### config.mk
export PLATFORM = sky130hd
export DESIGN_NAME = icache
export DESIGN_NICKNAME = d
export VERILOG_FILES = /design/src/rtl/icache.sv
export SDC_FILE = /design/constraint.sdc
export NUM_CORES = 2
export LEC_CHECK = 0
export ABC_AREA = 1
export CORE_MARGIN = 10
export CORE_UTILIZATION = 46
export DETAILED_ROUTE_END_ITERATION = 6
export DONT_BUFFER_PORTS = 1
export PLACE_DENSITY_LB_ADDON = 0.15
export RECOVER_POWER = 100
export SLEW_MARGIN = 20
export SYNTH_ARGS = -nofsm -noshare
export SYNTH_HDL_FRONTEND = slang
export SYNTH_SLANG_ARGS = --single-unit
### constraint.sdc
create_clock -name clk_in -period 7.1 [get_ports clk_in]
set_clock_uncertainty 0.05 [all_clocks]
set_input_delay 0.71 -clock clk_in [delete_from_list [all_inputs] [get_ports clk_in]]
set_output_delay 0.71 -clock clk_in [all_outputs]
set_load 0.005 [all_outputs]
### src/rtl/icache.sv
// Direct-mapped, one-word-per-line instruction cache: hits answer in 1 cycle, misses fetch one word via mem_need/mem_ins_ready.
// rdy_in low freezes every register; a pipeline clear drops the pending response but lets an issued fill finish.
module icache #(
  parameter int INDEX_BITS = 6
) (
  input  logic        clk_in,
  input  logic        rst_in,
  input  logic        rdy_in,
  input  logic        clear_in,
  input  logic        if_req,
  input  logic [31:0] if_pc,
  output logic        if_valid,
  output logic [31:0] if_ins,
  output logic        mem_need,
  output logic [31:0] mem_addr,
  input  logic        mem_ins_ready,
  input  logic [31:0] mem_ins
);

  localparam int LINES = 1 << INDEX_BITS;
  localparam int TAG_W = 32 - INDEX_BITS - 2;

  typedef enum logic {IDLE, WAIT} state_t;

  state_t                  state_q, state_d;
  logic [LINES-1:0]        valid_q;
  logic [TAG_W-1:0]        tag_mem [LINES];
  logic [31:0]             data_mem [LINES];
  logic [31:2]             req_pc_q, req_pc_d;
  logic                    discard_q, discard_d;
  logic                    if_valid_d;
  logic [31:0]             if_ins_d;
  logic                    mem_need_d;
  logic [31:0]             mem_addr_d;
  logic                    fill;

  logic [INDEX_BITS-1:0]   idx;
  logic [INDEX_BITS-1:0]   fill_idx;
  logic                    hit;
  logic                    accept;
  logic                    unused_pc_bits;

  assign idx            = if_pc[INDEX_BITS+1:2];
  assign fill_idx       = req_pc_q[INDEX_BITS+1:2];
  assign hit            = valid_q[idx] && (tag_mem[idx] == if_pc[31:INDEX_BITS+2]);
  // A live if_valid means fetch has not yet consumed the previous word.
  assign accept         = (state_q == IDLE) && if_req && !if_valid && !clear_in;
  assign unused_pc_bits = ^if_pc[1:0];

  always_comb begin
    state_d    = state_q;
    req_pc_d   = req_pc_q;
    discard_d  = discard_q;
    if_valid_d = 1'b0;
    if_ins_d   = if_ins;
    mem_need_d = mem_need;
    mem_addr_d = mem_addr;
    fill       = 1'b0;
    case (state_q)
      IDLE: begin
        if (accept) begin
          if (hit) begin
            if_valid_d = 1'b1;
            if_ins_d   = data_mem[idx];
          end else begin
            req_pc_d   = if_pc[31:2];
            mem_need_d = 1'b1;
            mem_addr_d = {if_pc[31:2], 2'b00};
            discard_d  = 1'b0;
            state_d    = WAIT;
          end
        end
      end
      WAIT: begin
        if (clear_in) discard_d = 1'b1;
        if (mem_ins_ready) begin
          fill       = 1'b1;
          mem_need_d = 1'b0;
          mem_addr_d = 32'd0;
          state_d    = IDLE;
          if (!discard_q && !clear_in) begin
            if_valid_d = 1'b1;
            if_ins_d   = mem_ins;
          end
        end
      end
      default: state_d = IDLE;
    endcase
  end

  always_ff @(posedge clk_in or posedge rst_in) begin
    if (rst_in) begin
      state_q   <= IDLE;
      valid_q   <= '0;
      req_pc_q  <= '0;
      discard_q <= 1'b0;
      if_valid  <= 1'b0;
      if_ins    <= 32'd0;
      mem_need  <= 1'b0;
      mem_addr  <= 32'd0;
    end else if (rdy_in) begin
      state_q   <= state_d;
      req_pc_q  <= req_pc_d;
      discard_q <= discard_d;
      if_valid  <= if_valid_d;
      if_ins    <= if_ins_d;
      mem_need  <= mem_need_d;
      mem_addr  <= mem_addr_d;
      if (fill) valid_q[fill_idx] <= 1'b1;
    end
  end

  // Fill is written even when the response is discarded; the word is still correct.
  always_ff @(posedge clk_in) begin
    if (rdy_in && fill) begin
      tag_mem[fill_idx]  <= req_pc_q[31:INDEX_BITS+2];
      data_mem[fill_idx] <= mem_ins;
    end
  end

endmodule

Yosys cells after proc, flatten, opt, wreduce, memory -nomap -nowiden
Memories as Yosys holds them, arrays and structs flattened. Cells that the tools add are included.

$lt $le $gt $ge: 3. Equal/unequal tests: 7. Multiplexer cells: 34. Bitwise operators: 3. Reduce and logical (&&, ||, !) cells: 15.

Operator list (count): 32-bit two-way mux (7); 32-bit one-hot mux with 2 select lines (2); 64-bit OR (1); 24-bit equality test (1); 1-bit two-way mux (19); 6-bit by 7-bit less-than comparator with 1-bit output (second input constant) (2); 4-bit AND reduction (3); 2-bit inequality test (second input constant) (5); 1-bit one-hot mux with 2 select lines (4); 1-bit logical AND (7); 1-bit binary-select mux with 6-bit select (1); 1-bit demux with 6-bit select (1); 6-bit by 1-bit greater-or-equal comparator with 1-bit output (second input constant) (1); 5-bit AND reduction (1); 1-bit logical NOT (3); 2-bit by 1-bit inequality test with 1-bit output (second input constant) (1); 1-bit NOT (2); 2-bit AND reduction (1).

Register bits: 162. Memory bits (writable): 3584. Bits of input ports: 70. Output and inout bits: 66. Logic and storage cells: 72. Memories: 2.

Memory list: data_mem (depth 64, width 32, rd ports 1, clocked after Yosys merged registers in 0, wr ports 1, RTL line 28) `logic [31:0] data_mem [LINES];`; tag_mem (depth 64, width 24, rd ports 1, clocked after Yosys merged registers in 0, wr ports 1, RTL line 27) `logic [TAG_W-1:0] tag_mem [LINES];`.

Logic depth before layout (Yosys ltp)
Word-level depth: 6. Mapped depth: 24. Gate-level depth less buffers: 19.

Worst setup path after synthesis
Ideal clock, no wire load.

Path kind: in2reg. Start point: input port rdy_in. End point: memory data_mem[12][0] (enable). Library setup time: 0.471 ns. Arrival: 3.921 ns. Required time: 6.579 ns. Setup slack: 2.658 ns. Cell stages on the path: 6. Path buffers: 0. Path through: nand2_1 nor2_1 inv_1 nor2_1 nand3_1 nor2_1.

Longest elaborated chain between the ends: 3.

RTL lines: start, declared (RTL line 8) `input logic rdy_in,`; 1-bit logical AND (RTL line 115) `if (rdy_in && fill) begin`; 1-bit two-way mux (RTL line 115); 1-bit two-way mux (not written as such) (RTL line 117) `data_mem[fill_idx] <= mem_ins;`; end, declared (RTL line 28).

No other way between the ends.

Final worst setup path
Start point: input port rdy_in. End point: memory data_mem[11][3] (enable).

Same word-level chain as after synthesis.

==> summary.md <==
| Metric | Value |
|---|---|
| Status | finished, violations left |
| Failing checks | design-rule violations, max-capacitance violations, max-slew violations |
| Count leader, synth | edfxtp_1 |
| CP endpoint kind | flip-flop |
| First DRT Iteration DRCs | 12600 |
| Max Fclk | roughly 160 MHz |
| Slew Limit Fails | 7103 |
| TritonCTS clock tree | yes |
| Height of the chip | 587 um |
| Peak supply drop | ~0.00027 V |
| Placement Setup Slack | 1.28 ns |
| CP max stage delay | 2.23 ns |
| Mapped Avg Cell Area | 12.7 sq um |
| Placed cells | 15400 |
| Placer Congestion | between 0.8 and 0.9 |
| Detailed Place HPWL | roughly 220 mm |
| Wirelength per Cell | 29.6 um |
| All-Layer GR Usage | 26.7% |
| DR vias | 98300 |
| Total Power | 49.5 mW |
| Fin worst setup slack | 0.830 ns |
| YS warnings | 0 |
| Top post-synthesis cells by area | edfxtp_1 73%, nand3_1 5.9%, nand2_1 4.9% |
| Root Buffer | clkbuf_16 |
| Instance count of the mapped netlist | 11700 |
| Post_cts resized | 0 |
| MaxCap Viol Count | between 150 and 200 |
| Top cells by count, synth | 3584 x edfxtp_1, 1931 x nand2_1, 1756 x nand3_1 |
| Num CTS Buffers | 390 |
| PortBufs | 0 |
| Crit path DAT | 6.71 ns |
| Crit Path Category | primary input to flip-flop |
| Slowest-stage cell, CP | clkbuf_2 |
| Total Routed Length | approximately 480 mm |
| Distinct cells, synth | 35 |
| DIE WIDTH | approximately 590 um |
| Clock sink count | around 3700 |
| CP Cell Sequence | dlygate4sd3_1, nand2_1, nor2_1, nand3_1, nor2_1, clkbuf_2 |
| Fin. Hold Viols | 0 |
| DRT antenna net count | 0 |
| Worst slew pin tran | about 4.8 ns |
| H-tree levels | 5 |
| Row count | 208 |
| Slew headroom | -218% |
| CP top delay family | simple AND/OR/NAND/NOR gates |
| Yosys top cell area share | between 70% and 80% |
| Number of global-route vias before repair | 93500 |
| Post-route insts no fill | 16200 |
| Worst path buffer plus inverter count | 2 |
| Core footprint | 321000 sq um |
| Reg clk slew, reported paths | 0.06 ns |
| Skew-Pair Late Insertion Delay | about 1 ns |
| Synth area leader | edfxtp_1 |
| Synth async-reset ratio | 4.27% |
| Crit path max fanout | between 40 and 50 |
| Drt drc | 1 |
| Core Util, Final | 51.6% |
| Tcrit/Tclk final | 88.3% |
| Startpoint Class | primary input |
| GR Overflow Total | 0 |
| Die area | 345000 sq um |
| Mapped Area | 148000 sq um |
| Pin count of the biggest net entering global routing | 917 |
| TNS Setup | 0 ns |
| Top FF cell, synth | edfxtp_1 |
| Hold WC Path Type | primary input to flip-flop |
| Ports | about 140 |
| Most frequent CP cell | nor2_1 |
| Leakage | 55.5 nW |
| Nets@finish | around 12000 |
| Max Buffers Root-to-Sink | 4 |
| Req. time, crit path | 7.54 ns |
| Initial Utilization | 46.1% |
| RSZ-0062 raised after global routing | no |
| FF+latch count, synth | between 3000 and 4000 |
| Vias/cell | 6.08 |
| Initial antenna violation count | 23 |
| First-pass iteration count of the detailed router | 7 |
| Fillers | approximately 27000 |
| Area growth syn-to-layout | 11.9% |
| Post-synth EDFFs | 3584 |
| Pwr dens | 299 nW/um^2 |
| Min Tclk post-route | 6.27 ns |
| Sequential fraction of the synthesis area | 75.4% |
| Setup Viol. Count Final | 0 |
| First-pass GRT wire length | 679 mm |
| Share of cells above drive strength 1 | 6.62% |
per-stage QoR:
| step | area [sq um] | hold WS, ns |
|---|---|---|
| finish | 165000 | 0.0972 |
| global route | 165000 | 0.106 |
| CTS | 167000 | 0.00141 |
| detailed placement | 153000 | 0.402 |
| global placement | 153000 | 0.401 |
| floorplan | 148000 | 0.389 |
cells by family after synthesis:
kind of cell,count (synthesis),synth area share (%)
AO/OA/AOI/OAI,1925,7.35
XOR/XNOR,1,0.00592
AND/OR/NAND/NOR,5143,14.7
other,1,0.00253
flip-flops,3744,75.4
buffers and inverters,873,2.52
area by class of cell:
class / count / area (sq um) / area share, %
Antenna cell: 14 / 35.0 / 0.0212
Clock buffer: 476 / 10300 / 6.20
Clock inverter: 237 / 2650 / 1.60
Inverter: 45 / 219 / 0.132
Multi-Input combinational cell: 7071 / 32700 / 19.8
Sequential cell: 3744 / 112000 / 67.5
Tap cell: 4305 / 5390 / 3.25
Timing Repair Buffer: 291 / 2620 / 1.58
sequential cells by signal, summed over array words and instances (netlist names):
name and cells:
req_pc_q 30, valid_q 64, if_ins 32, data_mem 2048
mem_need 1, if_valid 1, discard_q 1, state_q 1
mem_addr 30, tag_mem 1536
worst min-delay path, stage by stage:
cell and delay [ns]:
nand2_1 0.03, nand2_1 0.17, nand2_1 0.08, nand2_1 0.06
cell usage in the layout (no fill, tap or decap), types with 5 or more instances in the layout:
cell           synthesis  final
o21bai_1               5      5
clkbuf_1             479    190
o311ai_0               9      9
bufinv_16              0     41
clkinv_1               2     81
or2_2                 64     64
inv_16                 0      6
o22ai_1              468    468
buf_16                 0     16
diode_2                0     14
dfrtp_1              160    159
nand3_1             1756   1755
nor2_1              1371   1362
buf_12                 0     43
clkinv_2               1     70
inv_1                 39     35
a31oi_1               18     18
buf_4                 27     50
nor2_4                 0      9
o32ai_1               13     13
o21ai_0             1244   1246
clkbuf_16              0    393
nand4_1                5      5
dlygate4sd3_1          0     36
nand2_1             1931   1931
clkbuf_2               0     26
nand3b_1              10     10
a21oi_1               12     12
o221ai_1             113    113
clkinv_16              0     14
clkbuf_8               0     12
edfxtp_1            3584   3584
o211ai_1              36     36
clkinvlp_4             0     17
where the power goes:
group	switching (mW)	total (mW)	leakage (nW)	internal, mW
clock network	8.77	20.6	6.26	11.8
registers	0.227	25.5	34.5	25.3
logic	2.61	3.36	14.7	0.759
worst paths after layout:
| kind | start | to | slack [ns] | cells past startpoint |
|---|---|---|---|---|
| worst max register to register | state_q | data_mem[11][3] | 0.84 | 5 |
| min in group asynchronous | rst_in | if_ins[29] | 0.96 | 2 |
| worst min register to register | valid_q[55] | valid_q[55] | 0.42 | 1 |
| max in group asynchronous | rst_in | mem_addr[30] | 2.13 | 3 |
| worst max-delay path | rdy_in | data_mem[11][3] | 0.83 | 6 |
| worst min-delay path | mem_ins[31] | if_ins[31] | 0.1 | 4 |
repair_timing:
item / in CTS / in global routing
buffers inserted: 0 / 0
endpoints found under the setup margin: 0 / 0
hold endpoints to repair: 2157 / 0
hold buffers: 68 / 0
per-layer routing:
metal	GRT usage (%)	share of wire, %	vias up
met5	0	0.0046	-
met4	9.46	4.1	4
met3	4.10	9.0	908
met2	44.0	47	4988
met1	36.2	40	49900
li1	-	-	42500
Power figures use the tool's default switching activity.
